## src/rtl/ddr_cmd_issuer_pkg.sv

```systemverilog
// Shared types and command encodings for the DDR4 command issuer.
// DDR_AUTO_PRECHARGE_EN is consumed by ddr_cmd_issuer, not by this package.
package ddr_package;

    localparam int PKG_ROW_W = 17;
    localparam int PKG_COL_W = 10;

    typedef enum logic {
        WRITE = 1'b0,
        READ  = 1'b1
    } rw_type;

    typedef enum logic [2:0] {
        IDLE      = 3'd0,
        ACT       = 3'd1,
        WAIT_RCD  = 3'd2,
        CAS       = 3'd3,
        WAIT_DATA = 3'd4,
        BURST     = 3'd5,
        PRE       = 3'd6,
        WAIT_RP   = 3'd7
    } issuer_state_e;

    typedef struct packed {
        rw_type                 rw;
        logic                   bl8;
        logic [1:0]             bg;
        logic [1:0]             ba;
        logic [PKG_ROW_W-1:0]   row;
        logic [PKG_COL_W-1:0]   col;
    } cmd_req_t;

    // {cs_n, act_n, ras_n, cas_n, we_n}; ACT carries row[16:14] in its low three bits
    localparam logic [1:0] CMD_ACT_HI = 2'b00;
    localparam logic [4:0] CMD_WR     = 5'b01100;
    localparam logic [4:0] CMD_RD     = 5'b01101;
    localparam logic [4:0] CMD_PRE    = 5'b01010;
    localparam logic [4:0] CMD_NOP    = 5'b11111;

    function automatic int max_int(input int a, input int b);
        return (a > b) ? a : b;
    endfunction

    function automatic int sat_load(input int v);
        return (v < 0) ? 0 : v;
    endfunction

endpackage

```

## src/rtl/ddr_cmd_issuer_timer.sv

```systemverilog
// Loadable down-counter used to space DDR commands.
// done: the count reaches zero on this edge; done_next: same, one cycle ahead.
module ddr_cmd_timer
    import ddr_package::*;
#(
    parameter int W = 4
) (
    input  logic         clk,
    input  logic         reset,
    input  logic         load,
    input  logic [W-1:0] load_val,
    output logic         done,
    output logic         done_next
);

    localparam logic [W-1:0] ONE  = W'(1);
    localparam logic [W-1:0] ZERO = W'(0);

    logic [W-1:0] count_d;
    logic [W-1:0] count_q;

    // Next count: load wins, otherwise count down and stick at zero
    always_comb begin
        count_d = count_q;
        if (load) begin
            count_d = load_val;
        end else if (count_q != ZERO) begin
            count_d = count_q - ONE;
        end else begin
            count_d = ZERO;
        end
    end

    // Count register
    always_ff @(posedge clk) begin
        if (reset) begin
            count_q <= ZERO;
        end else begin
            count_q <= count_d;
        end
    end

    assign done      = (count_q <= ONE);
    assign done_next = (count_d <= ONE);

endmodule

```

## src/rtl/ddr_cmd_issuer.sv

```systemverilog
// Issues one ACT -> RD/WR -> PRE sequence per accepted request, closed page.
// Define DDR_AUTO_PRECHARGE_EN to close the row with auto-precharge instead of PRE.
module ddr_cmd_issuer
    import ddr_package::*;
#(
    parameter int T_RCD = 4,
    parameter int T_RP  = 4,
    parameter int CL    = 11,
    parameter int CWL   = 9,
    parameter int ROW_W = 17,
    parameter int COL_W = 10
) (
    input  logic             clock_t,
    input  logic             reset,
    input  logic             req_valid,
    output logic             req_ready,
    input  logic             req_rw,
    input  logic             req_bl8,
    input  logic [1:0]       req_bg,
    input  logic [1:0]       req_ba,
    input  logic [ROW_W-1:0] req_row,
    input  logic [COL_W-1:0] req_col,
    output logic             cs_n,
    output logic             act_n,
    output logic             ras_n_a16,
    output logic             cas_n_a15,
    output logic             we_n_a14,
    output logic [1:0]       bg_addr,
    output logic [1:0]       ba_addr,
    output logic             addr13,
    output logic             bc_n_a12,
    output logic             addr11,
    output logic             ap_a10,
    output logic [9:0]       addr9_0,
    output logic             rw_rdy,
    output logic             dimm_rd,
    output logic             busy
);

    localparam int MAXP = max_int(max_int(T_RCD, T_RP), max_int(max_int(CL, CWL), 4));
    localparam int TW   = $clog2(MAXP + 1);

    localparam logic [TW-1:0] LD_RCD   = TW'(sat_load(T_RCD - 1));
    localparam logic [TW-1:0] LD_CL    = TW'(sat_load(CL));
    localparam logic [TW-1:0] LD_CWL   = TW'(sat_load(CWL));
    localparam logic [TW-1:0] LD_BL8   = TW'(sat_load(4 - 1));
    localparam logic [TW-1:0] LD_BC4   = TW'(sat_load(2 - 1));
`ifdef DDR_AUTO_PRECHARGE_EN
    localparam logic [TW-1:0] LD_RP    = TW'(sat_load(T_RP));
    localparam logic          AP_BIT   = 1'b1;
`else
    localparam logic [TW-1:0] LD_RP    = TW'(sat_load(T_RP - 1));
    localparam logic          AP_BIT   = 1'b0;
`endif

    issuer_state_e state_d, state_q;
    cmd_req_t      req_d, req_q, req_in_s;

    logic [4:0]    cmd_d, cmd_q;
    logic [13:0]   addr_d, addr_q;
    logic [1:0]    bg_d, bg_q;
    logic [1:0]    ba_d, ba_q;
    logic          rw_rdy_d, rw_rdy_q;
    logic          dimm_rd_d, dimm_rd_q;
    logic          busy_d, busy_q;
    logic          req_ready_d, req_ready_q;

    logic          accept_s;
    logic          tmr_load_s;
    logic [TW-1:0] tmr_val_s;
    logic          tmr_done_s;
    logic          tmr_done_next_s;

    ddr_cmd_timer #(.W(TW)) u_timer (
        .clk       (clock_t),
        .reset     (reset),
        .load      (tmr_load_s),
        .load_val  (tmr_val_s),
        .done      (tmr_done_s),
        .done_next (tmr_done_next_s)
    );

    // Widen/narrow the incoming request into the package request layout
    always_comb begin
        req_in_s     = '0;
        req_in_s.rw  = rw_type'(req_rw);
        req_in_s.bl8 = req_bl8;
        req_in_s.bg  = req_bg;
        req_in_s.ba  = req_ba;
        req_in_s.row = PKG_ROW_W'(req_row);
        req_in_s.col = PKG_COL_W'(req_col);
    end

    assign accept_s = req_valid && req_ready_q;

    // Next state, request latch and timer loads
    always_comb begin
        state_d    = state_q;
        req_d      = req_q;
        tmr_load_s = 1'b0;
        tmr_val_s  = '0;
        case (state_q)
            IDLE: begin
                if (accept_s) begin
                    req_d   = req_in_s;
                    state_d = ACT;
                end else begin
                    state_d = IDLE;
                end
            end
            ACT: begin
                tmr_load_s = 1'b1;
                tmr_val_s  = LD_RCD;
                state_d    = WAIT_RCD;
            end
            WAIT_RCD: begin
                if (tmr_done_s) begin
                    state_d = CAS;
                end else begin
                    state_d = WAIT_RCD;
                end
            end
            CAS: begin
                tmr_load_s = 1'b1;
                tmr_val_s  = (req_q.rw == READ) ? LD_CL : LD_CWL;
                state_d    = WAIT_DATA;
            end
            WAIT_DATA: begin
                if (tmr_done_s) begin
                    tmr_load_s = 1'b1;
                    tmr_val_s  = req_q.bl8 ? LD_BL8 : LD_BC4;
                    state_d    = BURST;
                end else begin
                    state_d = WAIT_DATA;
                end
            end
            BURST: begin
                if (tmr_done_s) begin
`ifdef DDR_AUTO_PRECHARGE_EN
                    tmr_load_s = 1'b1;
                    tmr_val_s  = LD_RP;
                    state_d    = WAIT_RP;
`else
                    state_d    = PRE;
`endif
                end else begin
                    state_d = BURST;
                end
            end
            PRE: begin
                tmr_load_s = 1'b1;
                tmr_val_s  = LD_RP;
                state_d    = WAIT_RP;
            end
            WAIT_RP: begin
                if (tmr_done_s) begin
                    state_d = IDLE;
                end else begin
                    state_d = WAIT_RP;
                end
            end
            default: begin
                state_d = IDLE;
            end
        endcase
    end

    // Pin values decoded from the next state so the registered pins line up with state_q
    always_comb begin
        cmd_d       = CMD_NOP;
        addr_d      = 14'd0;
        bg_d        = 2'd0;
        ba_d        = 2'd0;
        case (state_d)
            ACT: begin
                cmd_d  = {CMD_ACT_HI, req_d.row[16:14]};
                addr_d = req_d.row[13:0];
                bg_d   = req_d.bg;
                ba_d   = req_d.ba;
            end
            CAS: begin
                cmd_d  = (req_d.rw == READ) ? CMD_RD : CMD_WR;
                addr_d = {1'b0, req_d.bl8, 1'b0, AP_BIT, req_d.col};
                bg_d   = req_d.bg;
                ba_d   = req_d.ba;
            end
            PRE: begin
                cmd_d  = CMD_PRE;
                bg_d   = req_d.bg;
                ba_d   = req_d.ba;
            end
            default: begin
                cmd_d  = CMD_NOP;
            end
        endcase
        // rw_rdy lands on the last WAIT_DATA cycle, so look one count ahead
        rw_rdy_d    = (state_d == WAIT_DATA) && tmr_done_next_s;
        dimm_rd_d   = rw_rdy_d ? (req_d.rw == READ) : dimm_rd_q;
        busy_d      = (state_d != IDLE);
        req_ready_d = (state_d == IDLE);
    end

    // State, latch and output registers
    always_ff @(posedge clock_t) begin
        if (reset) begin
            state_q     <= IDLE;
            req_q       <= '0;
            cmd_q       <= CMD_NOP;
            addr_q      <= 14'd0;
            bg_q        <= 2'd0;
            ba_q        <= 2'd0;
            rw_rdy_q    <= 1'b0;
            dimm_rd_q   <= 1'b0;
            busy_q      <= 1'b0;
            req_ready_q <= 1'b1;
        end else begin
            state_q     <= state_d;
            req_q       <= req_d;
            cmd_q       <= cmd_d;
            addr_q      <= addr_d;
            bg_q        <= bg_d;
            ba_q        <= ba_d;
            rw_rdy_q    <= rw_rdy_d;
            dimm_rd_q   <= dimm_rd_d;
            busy_q      <= busy_d;
            req_ready_q <= req_ready_d;
        end
    end

    assign {cs_n, act_n, ras_n_a16, cas_n_a15, we_n_a14} = cmd_q;
    assign {addr13, bc_n_a12, addr11, ap_a10, addr9_0}   = addr_q;
    assign bg_addr   = bg_q;
    assign ba_addr   = ba_q;
    assign rw_rdy    = rw_rdy_q;
    assign dimm_rd   = dimm_rd_q;
    assign busy      = busy_q;
    assign req_ready = req_ready_q;

endmodule

```

## config.mk

```make
export PLATFORM = sky130hd
export DESIGN_NAME = ddr_cmd_issuer
export DESIGN_NICKNAME = d
export VERILOG_FILES = /design/src/rtl/ddr_cmd_issuer_pkg.sv /design/src/rtl/ddr_cmd_issuer_timer.sv /design/src/rtl/ddr_cmd_issuer.sv
export SDC_FILE = /design/constraint.sdc
export NUM_CORES = 1
export LEC_CHECK = 0
export ABC_AREA = 1
export BUFFER_PORTS_ARGS = -buffer_cell sky130_fd_sc_hd__buf_2
export CORE_ASPECT_RATIO = 1.1
export CORE_MARGIN = 4
export CORE_UTILIZATION = 25
export DETAILED_ROUTE_END_ITERATION = 10
export SYNTH_ARGS = -nofsm -noshare
export SYNTH_HDL_FRONTEND = slang
export SYNTH_SLANG_ARGS = --single-unit
```

## constraint.sdc

```tcl
create_clock -name clock_t -period 2 [get_ports clock_t]
set_input_delay 0.4 -clock clock_t [delete_from_list [all_inputs] [get_ports clock_t]]
set_output_delay 0.4 -clock clock_t [all_outputs]
set_load 0.1 [all_outputs]
```

# --- After elaboration in Yosys (flattened, before gate mapping) ---
# Index checks and enable logic that the tools add are counted.
totals:
  regBits: 67
  out_inout_bits: 27
  elab_cells: 60
op_classes:
  addsub: 1
  order_cmp: 2
  n_eq_ne: 11
  n_mux: 19
  bitwise_logic: 1
  reduce_logical: 10
ops:
  columns: ["operator", "n"]
  rows:
  - ["33-bit 2-to-1 mux", 2]
  - ["14-bit one-hot mux with 2 select lines", 1]
  - ["3-bit one-hot mux with 8 select lines", 1]
  - ["3-bit equality test, second input constant", 6]
  - ["5-bit one-hot mux with 3 select lines", 1]
  - ["4-bit one-hot mux with 3 select lines", 1]
  - ["3-bit by 2-bit equality test with 1-bit output, second input constant", 3]
  - ["4-bit by 1-bit less-or-equal comparator with 1-bit output, second input constant", 2]
  - ["2-bit 2-to-1 mux", 4]
  - ["4-bit 2-to-1 mux", 2]
  - ["3-bit by 1-bit equality test with 1-bit output, second input constant", 2]
  - ["3-bit zero test", 2]
  - ["3-bit OR reduction", 2]
  - ["1-bit 2-to-1 mux", 5]
  - ["4-bit nonzero test", 1]
  - ["2-bit OR reduction", 2]
  - ["4-bit by 1-bit subtractor with 4-bit output, second input constant", 1]
  - ["3-bit 2-to-1 mux", 1]
  - ["3-bit nonzero test", 1]
  - ["1-bit logical AND", 2]
  - ["1-bit one-hot mux with 2 select lines", 1]
  - ["1-bit NOT", 1]

# --- Logic depth before layout (Yosys ltp) ---
logic_depth:
  depth_word: 7
  mapped_depth: 14
  depth_no_buf: 13

# --- Modules after synthesis ---
# From an unflattened synthesis, not the netlist that was laid out.
hier_totals:
  hier_cells: 326
  hier_area_um2: 2602.5
modules_own_cells:
  columns: ["mod", "n_inst", "cells_per_inst", "area_each_um2", "seq_area_each_um2"]
  rows:
  - ["ddr_cmd_issuer", 1, 291, 2378.5, 1201.2]
  - ["ddr_cmd_timer", 1, 35, 224.0, 80.1]

# --- Worst setup path before layout ---
# Ideal clock, no wire load.
synth_path:
  path_type: "flip-flop to flip-flop"
  start: "register req_ready_q, in the netlist req_ready"
  end: "register dimm_rd_q, in the netlist dimm_rd"
  setup_ns: 0.117
  arrival_ns: 1.805
  required_time_ns: 1.883
  slack_ns: 0.078
  path_stages_with_launch: 7
  path_buffers: 0
  synth_period_minus_slack_ns: 1.922
  cell_sequence: "dfxtp_1 nand4_4 or2_0 o21ai_1 nand4_1 nand2_1 nor2_1"
synth_between:
  elab_chain_cells: 5
synth_rtl:
  columns: ["item", "line_no", "text"]
  rows:
  - ["from (decl)", "ddr_cmd_issuer.sv:66", "logic req_ready_d, req_ready_q;"]
  - ["from (signal assigned)", "ddr_cmd_issuer.sv:226", "req_ready_q <= req_ready_d;"]
  - ["1-bit logical AND *", "ddr_cmd_issuer.sv:94", "assign accept_s = req_valid && req_ready_q;"]
  - ["1-bit 2-to-1 mux", "ddr_cmd_issuer.sv:104", "if (accept_s) begin"]
  - ["3-bit one-hot mux with 8 select lines", "ddr_cmd_issuer.sv:102", "case (state_q)"]
  - ["3-bit equality test", "ddr_cmd_issuer.sv:197", "rw_rdy_d = (state_d == WAIT_DATA) && tmr_done_next_s;"]
  - ["1-bit logical AND", "ddr_cmd_issuer.sv:197", null]
  - ["to (signal assigned)", "ddr_cmd_issuer.sv:224", "dimm_rd_q <= dimm_rd_d;"]
  - ["to (decl)", "ddr_cmd_issuer.sv:64", "logic dimm_rd_d, dimm_rd_q;"]
# Every way passes the cells marked *; elsewhere a longest branch is shown, timed or not.
# A chain may end at the register's enable or synchronous reset.

# --- Worst setup path in the final report ---
layout_path:
  start: "register state_q[2]"
  end: "register addr_q[2]"
layout_between:
  elab_chain_cells: 4
layout_rtl:
  columns: ["item", "line_no", "text"]
  rows:
  - ["from (decl)", "ddr_cmd_issuer.sv:56", "issuer_state_e state_d, state_q;"]
  - ["from (signal assigned)", "ddr_cmd_issuer.sv:217", "state_q <= state_d;"]
  - ["3-bit equality test (tied with other cells)", "ddr_cmd_issuer.sv:102", null]
  - ["3-bit one-hot mux with 8 select lines", "ddr_cmd_issuer.sv:102", null]
  - ["3-bit by 2-bit equality test with 1-bit output or 3-bit by 1-bit equality test with 1-bit output (tied branches)", "ddr_cmd_issuer.sv:174", "case (state_d)"]
  - ["14-bit one-hot mux with 2 select lines *", "ddr_cmd_issuer.sv:174", null]
  - ["to (signal assigned)", "ddr_cmd_issuer.sv:220", "addr_q <= addr_d;"]
  - ["to (decl)", "ddr_cmd_issuer.sv:60", "logic [13:0] addr_d, addr_q;"]
# Marked as above.

==> reports/results.ini <==
[route]
dr_total_vias=1982
drt-total-wl_mm=5.63
drt_iter0_drc=68
ant_nets=0
avgViaCountPerCell=4.21
first_pass_iters=4
wl_per_cell_um=12.0
drc=0

[layout]
antenna_cells=0
drive_gt1_share_pct=28.5
final_net_count=386
final_util_pct=32.2
synthToLayoutAreaGrowth_pct=26.4

[yosys]
synth_fa_ha_area_share_pct=0.525
yosysSeqAreaShare_pct=53.8
netlist_instances=283
synthDistinctLibCells=34
avgSynthCellArea_um2=8.42
synthArstFlopShare_pct=0
synth_area_leaders=dfxtp_1 54%, nor2_1 11%, nand2_1 4.6%
synthSimpleGateAreaFrac_pct=26.3
synth_most_common_cell=nor2_1
ys_warn_count=0
synth_top_area_share_pct=53.8
synth_edf_count=0
synth_nets=320
synth-main-ff-cell=dfxtp_1
synthMuxAreaShare_pct=3.36
netlist_area_mm2=0.00238
synth_top_area_cell=dfxtp_1
synth-compound-area-share_pct=9.77
synth-xor-area-share_pct=0
synth.top_cells.by_count=68 x nor2_1, 64 x dfxtp_1, 29 x nand2_1
synth_top_family_by_area=simple AND/OR/NAND/NOR gates
ys_seq_elements=64

[timing]
rsz0062_at_grt=false
worst_pin_slew_ps=515
final-max-slew-violation-count=0
setup_slack_ps=290
slew_headroom_pct=65.9
fin_crit_ps=1710
tns_ps=0
timing.fmax_mhz=585
fin_crit_sh_pct=85.5
hold_viol_final=0
setup_violations=0
skew_ps=5.53

[place]
place_ws_ps=283
dpl.hpwl_mm=4.33
port_buffers=62
gp_congestion=0.778

[clock_network]
hold_buffers=0
cts_buffers=9
tritoncts=yes
worstSkewPairLatency_ps=330
cts_buffer_depth=2
cts.sinks=64
cts.repair.resized=0
cts-root-buf=clkbuf_8
path_clk_slew_ps=70
post_cts_buffers=0
htree_levels=3

[critical_path]
reg2reg_depth=7
cp.arrival_ps=1940
critPathLaunchType=flip-flop
worstSetupPathType=reg2reg
crit_path_max_incr_delay_ps=530
r2r_slack_ps=290
r2r_end=addr_q[2]
crit_cells=7
r2r_start=state_q[2]
cp-end-kind=flip-flop
cp.required_ps=2230
crit_path_cell_trace=inv_4 -> nand4_4 -> inv_2 -> buf_12 -> o21ai_0 -> nor2_1 -> a22o_1
worst-path-buf-inv=3
crit_end=addr_q[2]
cpMaxStageDelayCell=dfxtp_1
cp-startpoint=state_q[2]
crit_fanout=19
cp_top_family=flip-flops

[floorplanning]
die_h_um=110
ioPinCount=63
dieArea_mm2=0.0112
dieWidth_um=101
rows=37
start_util_pct=25.5
coreArea_mm2=0.00935

[power]
leakagePower_uw=0.00139
power_density_mw_per_mm2=1630
ir_worst_vdd_mv=0.692
p_total_uw=4920

[job]
drv_cap=0

[run_status]
status=finished, final reports clean

[global_route]
grt_start_max_net_pins=20
grt_use_total_pct=10.6
grt_pass1_vias=1914
antenna_found_initial=0
grt_pass1_wl_mm=8.94
grt-ovfl-total=0

[worst_hold_path]
hold_depth=3
min_path_type=in2reg

## cell type report
class,count,area [um^2]
fill,1020,6340
sequential,64,1280
multi-input combinational,184,951
timing repair buffer,68,368
tap,117,146
clock buffer,12,135
inverter,22,85.1
clock inverter,4,45.0
## worst min path at each step
stage                           start   endpoint  slack [ps]
after floorplan             req_q[13]  req_q[13]         450
after global placement      req_q[15]  req_q[15]         470
after detailed placement      dimm_rd    dimm_rd         480
after CTS                 req_row[16]   cmd_q[2]         280
after global routing      req_row[16]   cmd_q[2]         290
final                     req_row[16]   cmd_q[2]         300
## flip-flops by register name, summed over array words and instances (netlist names)
name and flops:
addr_q 14, ba_addr 2, bg_addr 2, busy 1, cmd_q 5, dimm_rd 1, req_q 30, req_ready 1
rw_rdy 1, state_q 3, u_timer.count_q 4
## metrics by stage
stage               std cells  area, um^2  hold WS (ps)
floorplan                 283        2380           454
global placement          455        2830           467
detailed placement        455        2830           484
CTS                       471        3010           279
global route              471        3010           288
finish                    471        3010           298
## report_power, final
group	internal, uW	switching, uW
clock network	570	454
logic	501	1660
registers	1600	135
total	2670	2250
## layout by cell type (no fill, tap or decap), types with 6 or more instances in the layout
cell / n
nand3_1: 10
mux2i_1: 8
o21ai_0: 8
nor4_1: 6
buf_2: 62
nand2_1: 29
clkbuf_8: 9
inv_2: 6
o21ai_1: 16
nor2_1: 68
inv_1: 14
dfxtp_1: 64
## metal layers
metal	GRT usage (%)	up-vias	share of wire, %
li1	-	1057	-
met5	0	-	0
met2	17.1	44	48
met3	4.03	7	4.9
met4	4.27	0	1.4
met1	12.6	874	46
## worst min-delay path: cells and delay by family
| kind | cells | cell delay (ps) |
|---|---|---|
| AND/OR/NAND/NOR | 2 | 120 |
| buffers and inverters | 1 | 80 |
## kinds of logic (layout without fill, tap and decap cells)
logic type,after synthesis,count (layout)
adders and majority gates,1,1
buffers and inverters,35,106
DFF,64,64
muxes,8,8
and+or+nand+nor,135,135
AOI/OAI and AO/OA,40,40
Note: power is estimated with default switching activity, not from simulation.
